<file path="src/rtl/wb_write_port_ctrl_if.sv">
// wb_write_port_ctrl_if: pipeline, load-response and register-file write-port signals
interface wb_write_port_ctrl_if #(parameter int DEPTH = 4);
  logic alu_wb_en;
  logic [3:0] alu_dest;
  logic [31:0] alu_result;
  logic ld_issue;
  logic [3:0] ld_issue_dest;
  logic ld_rsp_valid;
  logic ld_rsp_ready;
  logic [3:0] ld_rsp_dest;
  logic [31:0] ld_rsp_data;
  logic wb_en;
  logic [3:0] dest_wb;
  logic [31:0] result_wb;
  logic [15:0] busy_mask;
  logic [$clog2(DEPTH):0] q_count;
  modport master (
    output alu_wb_en, alu_dest, alu_result, ld_issue, ld_issue_dest,
    output ld_rsp_valid, ld_rsp_dest, ld_rsp_data,
    input ld_rsp_ready, wb_en, dest_wb, result_wb, busy_mask, q_count
  );
  modport slave (
    input alu_wb_en, alu_dest, alu_result, ld_issue, ld_issue_dest,
    input ld_rsp_valid, ld_rsp_dest, ld_rsp_data,
    output ld_rsp_ready, wb_en, dest_wb, result_wb, busy_mask, q_count
  );
endinterface

</file>
<file path="src/rtl/wb_write_port_ctrl.sv">
// wb_write_port_ctrl: arbitrates the register-file write port between pipeline results and queued load responses
module wb_write_port_ctrl #(
  parameter int DEPTH = 4
) (
  input logic clk,
  input logic rst,
  wb_write_port_ctrl_if.slave bus
);
  localparam int AW = $clog2(DEPTH);
  logic [35:0] mem [DEPTH];
  logic [AW-1:0] head, tail;
  logic [AW:0] count;
  logic push, pop;
  logic [15:0] busy, set_m, clr_m;
  logic wb_en;
  logic [3:0] dest;
  logic [31:0] result;
  assign bus.ld_rsp_ready = !rst && (count != (AW+1)'(DEPTH));
  assign push = bus.ld_rsp_valid && bus.ld_rsp_ready;
  assign pop = !bus.alu_wb_en && (count != '0);
  assign set_m = bus.ld_issue ? 16'(1) << bus.ld_issue_dest : '0;
  assign clr_m = pop ? 16'(1) << mem[head][35:32] : '0;
  assign bus.wb_en = wb_en;
  assign bus.dest_wb = dest;
  assign bus.result_wb = result;
  assign bus.busy_mask = busy;
  assign bus.q_count = count;
  always_ff @(posedge clk)
    if (push) mem[tail] <= {bus.ld_rsp_dest, bus.ld_rsp_data};
  // set_m is OR-ed after clearing so a same-edge issue to the popped register wins
  always_ff @(posedge clk) begin
    if (rst) begin
      head <= '0;
      tail <= '0;
      count <= '0;
      busy <= '0;
      wb_en <= 1'b0;
      dest <= '0;
      result <= '0;
    end else begin
      if (push) tail <= tail + 1'b1;
      if (pop) head <= head + 1'b1;
      count <= count + (AW+1)'(push) - (AW+1)'(pop);
      busy <= (busy & ~clr_m) | set_m;
      wb_en <= bus.alu_wb_en || pop;
      if (bus.alu_wb_en || pop)
        {dest, result} <= bus.alu_wb_en ? {bus.alu_dest, bus.alu_result} : mem[head];
    end
  end
endmodule

</file>
<file path="src/flat_wrapper.sv">
// flat-port wrapper written by rule: the top's interface ports become plain ports
module wb_write_port_ctrl_flat 
#(
  parameter int DEPTH = 4
)
  (clk, rst, bus_alu_wb_en, bus_alu_dest, bus_alu_result, bus_ld_issue, bus_ld_issue_dest, bus_ld_rsp_valid, bus_ld_rsp_dest, bus_ld_rsp_data, bus_ld_rsp_ready, bus_wb_en, bus_dest_wb, bus_result_wb, bus_busy_mask, bus_q_count);
  wb_write_port_ctrl_if #(.DEPTH(DEPTH)) bus_i ();
  input logic clk;
  input logic rst;
  input wire logic [$bits(bus_i.alu_wb_en)-1:0] bus_alu_wb_en;
  input wire logic [$bits(bus_i.alu_dest)-1:0] bus_alu_dest;
  input wire logic [$bits(bus_i.alu_result)-1:0] bus_alu_result;
  input wire logic [$bits(bus_i.ld_issue)-1:0] bus_ld_issue;
  input wire logic [$bits(bus_i.ld_issue_dest)-1:0] bus_ld_issue_dest;
  input wire logic [$bits(bus_i.ld_rsp_valid)-1:0] bus_ld_rsp_valid;
  input wire logic [$bits(bus_i.ld_rsp_dest)-1:0] bus_ld_rsp_dest;
  input wire logic [$bits(bus_i.ld_rsp_data)-1:0] bus_ld_rsp_data;
  output wire logic [$bits(bus_i.ld_rsp_ready)-1:0] bus_ld_rsp_ready;
  output wire logic [$bits(bus_i.wb_en)-1:0] bus_wb_en;
  output wire logic [$bits(bus_i.dest_wb)-1:0] bus_dest_wb;
  output wire logic [$bits(bus_i.result_wb)-1:0] bus_result_wb;
  output wire logic [$bits(bus_i.busy_mask)-1:0] bus_busy_mask;
  output wire logic [$bits(bus_i.q_count)-1:0] bus_q_count;
  assign bus_i.alu_wb_en = bus_alu_wb_en;
  assign bus_i.alu_dest = bus_alu_dest;
  assign bus_i.alu_result = bus_alu_result;
  assign bus_i.ld_issue = bus_ld_issue;
  assign bus_i.ld_issue_dest = bus_ld_issue_dest;
  assign bus_i.ld_rsp_valid = bus_ld_rsp_valid;
  assign bus_i.ld_rsp_dest = bus_ld_rsp_dest;
  assign bus_i.ld_rsp_data = bus_ld_rsp_data;
  assign bus_ld_rsp_ready = bus_i.ld_rsp_ready;
  assign bus_wb_en = bus_i.wb_en;
  assign bus_dest_wb = bus_i.dest_wb;
  assign bus_result_wb = bus_i.result_wb;
  assign bus_busy_mask = bus_i.busy_mask;
  assign bus_q_count = bus_i.q_count;
  wb_write_port_ctrl #(.DEPTH(DEPTH)) u_core (.clk(clk), .rst(rst), .bus(bus_i));
endmodule
</file>
<file path="config.mk">
export PLATFORM = sky130hd
export DESIGN_NAME = wb_write_port_ctrl_flat
export DESIGN_NICKNAME = d
export VERILOG_FILES = /design/src/rtl/wb_write_port_ctrl_if.sv /design/src/rtl/wb_write_port_ctrl.sv /design/src/flat_wrapper.sv
export SDC_FILE = /design/constraint.sdc
export NUM_CORES = 1
export LEC_CHECK = 0
export CAP_MARGIN = 20
export CORE_UTILIZATION = 57
export CTS_CLUSTER_SIZE = 8
export DETAILED_ROUTE_END_ITERATION = 8
export PLACE_DENSITY = 0.92
export SLEW_MARGIN = 20
export SYNTH_ARGS = -nofsm -noshare
export SYNTH_HDL_FRONTEND = slang
export SYNTH_SLANG_ARGS = --single-unit
</file>
<file path="constraint.sdc">
create_clock -name clk -period 6.6 [get_ports clk]
set_clock_uncertainty 0.15 [all_clocks]
set_input_delay 1.32 -clock clk [delete_from_list [all_inputs] [get_ports clk]]
set_output_delay 1.32 -clock clk [all_outputs]
set_load 0.01 [all_outputs]
</file>
==> Word-level counts from Yosys, hierarchy flattened <==
Memory sizes are Yosys's and may differ from the RTL's. A register that Yosys moved wholly into a read port is not among the register bits.
Index checks and enable logic that the tools add are counted.
{ "totals": {"regBits": 60, "ramBits": 144, "inputBits": 81, "output_inout_bits": 57, "word_cells": 32, "n_memories": 1} }
{ "op_classes": {"n_addsub": 4, "eq_ne": 1, "shift": 2, "muxes": 7, "n_bitwise": 3, "reduce_logical": 7} }
{ "mem_list": {"columns": ["memory", "words", "word_bits", "read_ports", "rd_clocked_by_memory_dff", "write_ports", "line", "source"], "rows": [
  ["u_core.mem", 4, 36, 1, 1, 1, "wb_write_port_ctrl.sv:10", "logic [35:0] mem [DEPTH];"]
]} }
{ "op_table": {"columns": ["op", "count"], "rows": [
  ["2-to-1 mux 36 bit", 1],
  ["2-to-1 mux 16 bit", 2],
  ["<< shifter 1 x 4 -> 16 bit (first input constant)", 2],
  ["AND 16 bit", 1],
  ["inverter 16 bit", 1],
  ["bitwise OR 16 bit", 1],
  ["adder 2 x 1 -> 2 bit (second input constant)", 2],
  ["2-to-1 mux 2 bit", 2],
  ["adder 3 x 1 -> 3 bit", 1],
  ["logical AND 1 bit", 3],
  ["inequality test 3 bit (second input constant)", 1],
  ["nonzero test 3 bit", 1],
  ["subtractor 3 x 1 -> 3 bit", 1],
  ["zero test 1 bit", 2],
  ["2-to-1 mux 1 bit", 2],
  ["logical OR 1 bit", 1]
]} }

==> Logic depth before layout (Yosys ltp) <==
{ "logic_depth": {"depth_word": 6, "depth_mapped": 12, "depth_no_buf": 10} }

==> Least setup slack after synthesis <==
No wires, ideal clock.
{ "synth_timing": {"kind": "input -> register", "from": "in bus_alu_wb_en", "to": "reg u_core.count[2], in the netlist u_core.bus.q_count[2]", "setup_ns": 0.078, "arrival_ns": 3.444, "required_ns": 6.372, "setup_slack_ns": 2.928, "stages": 12, "path_buffers": 3, "path_cell_list": "buf_2 -> clkbuf_1 -> clkbuf_1 -> nor2_1 -> ha_1 -> inv_1 -> ha_1 -> inv_1 -> fa_1 -> xor2_1 -> and2_1 -> nor3_1"} }
{ "synth_via": {"elab_chain_cells": 3} }
{ "synth_lines": {"columns": ["element", "line", "source"], "rows": [
  ["from (decl)", "flat_wrapper.sv:10", "input wire logic [$bits(bus_i.alu_wb_en)-1:0] bus_alu_wb_en;"],
  ["zero test 1 bit", "wb_write_port_ctrl.sv:20", "assign pop = !bus.alu_wb_en && (count != '0);"],
  ["logical AND 1 bit", "wb_write_port_ctrl.sv:20", null],
  ["via u_core.pop", "wb_write_port_ctrl.sv:13", "logic push, pop;"],
  ["subtractor 3 x 1 -> 3 bit", "wb_write_port_ctrl.sv:43", "count <= count + (AW+1)'(push) - (AW+1)'(pop);"],
  ["to (signal assigned)", "wb_write_port_ctrl.sv:43", null],
  ["to (decl)", "wb_write_port_ctrl.sv:12", "logic [AW:0] count;"]
]} }
The timed path passes the listed nets, and every way through them passes these cells.
A chain may end at the register's enable or synchronous reset.

==> Final worst setup path <==
{ "layout_timing": {"from": "in rst", "to": "out bus_ld_rsp_ready"} }
{ "layout_via": {"elab_chain_cells": 2} }
{ "layout_lines": {"columns": ["element", "line", "source"], "rows": [
  ["from (decl)", "flat_wrapper.sv:9", "input logic rst;"],
  ["zero test 1 bit", "wb_write_port_ctrl.sv:18", "assign bus.ld_rsp_ready = !rst && (count != (AW+1)'(DEPTH));"],
  ["logical AND 1 bit", "wb_write_port_ctrl.sv:18", null],
  ["to (decl)", "flat_wrapper.sv:18", "output wire logic [$bits(bus_i.ld_rsp_ready)-1:0] bus_ld_rsp_ready;"]
]} }
No other way between the ends.

==> flow_summary.yaml <==
run_status:
  status: "finished clean"
clock_network:
  clock-root-buffer: "clkbuf_16"
  clk_latency_ps: 520
  cts_tree: "yes"
  clock_sinks: 206
  clk_path_buf_depth: 3
  cts_resized: 0
  h-tree-depth: 1
  cts_made_buffers: 29
  hold_buffers: 0
  cts_setup_buffers: 0
  clkTransAtPathRegs_ps: 50
logic_synthesis:
  yosysTopAreaCellShare_pct: 53.5
  syn_area_um2: 8090
  ys.flop_type: "edfxtp_1"
  synth_cells: 532
  synth_edf_count: 144
  netlist_top_cells_area: "edfxtp_1 53%, dfxtp_1 15%, mux4_2 10%, a221oi_1 3.9%, a21oi_1 3.5%"
  avgSynthCellArea_um2: 15.2
  synth_top_area_cell: "edfxtp_1"
  ys_types: 33
  syn-num-nets: 620
  synth_seq_cells: 206
  synth_common_cells: "144 x edfxtp_1, 62 x dfxtp_1, 56 x a21oi_1"
  ys_async_sr_fraction_pct: 0
  synthMostInstantiatedCell: "edfxtp_1"
  seq_area_frac_synth_pct: 68.8
  yosysWarnings: 0
timing:
  rsz0062_at_grt: "false"
  fmax_ghz: 0.251
  fin_ws_ps: 2620
  maxSlewHeadroom_pct: 30.0
  fin_hold_ws_ps: 368
  fin_crit_ps: 3980
  setup_viol: 0
  slew_violations: 0
  finalHoldViolCount: 0
  finalCritPeriodShare_pct: 60.2
  tightest_slew_ps: 1050
  tns_ps: 0
placed_design:
  dpl_cell_area_um2: 9540
  gp_congestion: 0.792
  preCtsSetupSlack_ps: 2270
  place_hpwl_mm: 11.1
  dp_cells: 815
  io_buffers: 137
final_layout:
  fillers: 782
  final_cells: 867
  final_util_pct: 74.7
  stdcell_area_um2: 10400
  insertedDiodeCount: 0
  area_growth_pct: 28.2
  drive_gt1_share_pct: 13.0
  multi_input_area_um2: 2190
  nets: 754
  ff_latch_area_um2: 5570
power:
  p_total_mw: 3.71
  ir_drop_mv: 0.282
  p_leak_nw: 3.56
  pwr_density_cell_nw_per_um2: 358
critical_path:
  path_cells: "buf_4, nor2_1, clkdlybuf4s50_1"
  regToRegSetupSlack_ps: 3840
  cp_max_fo: 65
  worstPathRequired_ps: 5130
  r2r_cells: 3
  slowest_delay_ps: 570
  crit_path_end_kind: "output port"
  critPathLaunchType: "input pin"
  arrival_ps: 2510
  crit_type: "input pin to output port"
  cp.depth: 3
  cp_slowest_cell: "buf_4"
  r2r_start: "u_core.bus.q_count[1]"
  r2r-end: "u_core.mem[0][28]"
  cp_num_buf_inv: 2
  path_delay_family: "buffers and inverters"
route:
  vias: 5347
  ant_nets: 0
  wl_mm: 19.2
  wire_per_inst_um: 22.1
  drc: 0
  routed_via_density: 6.17
  dr_wl_met2_mm: 9.86
  first_pass_iters: 5
  wl_met1_mm: 6.88
  routed.top_layer: "met4"
  dr_wl_met3_mm: 1.37
  dr.first_iter.drc_count: 496
floorplan:
  design.core.area_um2: 13900
  pin_count: 138
  rows: 43
  die_h_um: 121
  dieArea_um2: 14700
  start_util_pct: 58.2
  die_w_um: 121
grt:
  gr-total-overflow: 0
  grt_pass1_wl_mm: 29.0
  grt_pass1_vias: 5388
  antenna_found_initial: 0
  grt_max_degree: 83
  track_usage_pct: 26.6
job:
  maxCapViolCount: 0
min_path:
  hold_depth: 2
  worstHoldPathType: "flip-flop to flip-flop"
  min_to: "u_core.bus.busy_mask[8]"
  hp-start: "u_core.bus.busy_mask[8]"
[worst max-delay path by stage]
| stage | start | to | slack [ps] |
|---|---|---|---|
| floorplan | bus_alu_wb_en | u_core.bus.q_count[2] | 2930 |
| global placement | rst | bus_ld_rsp_ready | 2350 |
| detailed placement | rst | bus_ld_rsp_ready | 2270 |
| CTS | rst | bus_ld_rsp_ready | 2230 |
| global route | rst | bus_ld_rsp_ready | 2550 |
| finish | rst | bus_ld_rsp_ready | 2620 |
[layer usage]
layer | global-route usage, % | up-vias
met4 | 14.4 | 0
met5 | 0 | -
met3 | 4.14 | 87
met1 | 31.6 | 2617
li1 | - | 2313
met2 | 46.5 | 330
[worst min-delay path, cell delays in order, from the launching register on]
cell and delay (ps):
dfxtp_1 310, a21oi_1 110, a311oi_1 50
[area by class of cell]
| type | count | area share [%] |
|---|---|---|
| clock inverter | 1 | 0.0845 |
| clock buffer | 51 | 7.89 |
| tap | 180 | 2.17 |
| multi-input combinational | 245 | 21.1 |
| inverter | 43 | 1.56 |
| sequential | 206 | 53.7 |
| timing repair buffer | 141 | 13.4 |
[report_power, final]
part           switching, mW  internal (mW)
Sequential            0.0851           1.49
Combinational          0.451          0.359
Clock                  0.504          0.825
Total                   1.04           2.67
[cells in the final DEF, fill, tap and decap left out, drive strengths merged]
cell type,n
nand2,52
edfxtp,144
o21ai,1
dfxtp,62
buf,6
and4b,1
nor2b,5
and3,1
a21oi,56
clkdlybuf4s50,135
a311oi,16
xor2,1
fa,1
ha,6
o31ai,2
nor3b,2
a221oi,36
or3,2
inv,44
mux4,36
and2,7
and3b,2
mux2,1
nor2,9
nor3,3
clkbuf,51
or4,2
nor4,1
nor4b,2
[kinds of logic after synthesis]
group / Yosys count / share of synthesized area (%)
buffers and inverters: 81 / 4.13
DFF: 206 / 68.8
xor gates and xnor gates: 1 / 0.108
AOI/OAI and AO/OA: 111 / 9.66
adders and majority gates: 7 / 1.18
muxes: 37 / 10.2
and+or+nand+nor: 89 / 5.93
[sequential cells by signal, summed over array words and instances, names as in the netlist, named ones only]
name                  cells
u_core.mem              144
u_core.head               2
u_core.bus.wb_en          1
u_core.bus.busy_mask     16
u_core.tail               2
u_core.bus.q_count        3
u_core.bus.result_wb     32
u_core.bus.dest_wb        4
(Power assumes the default switching activity.)
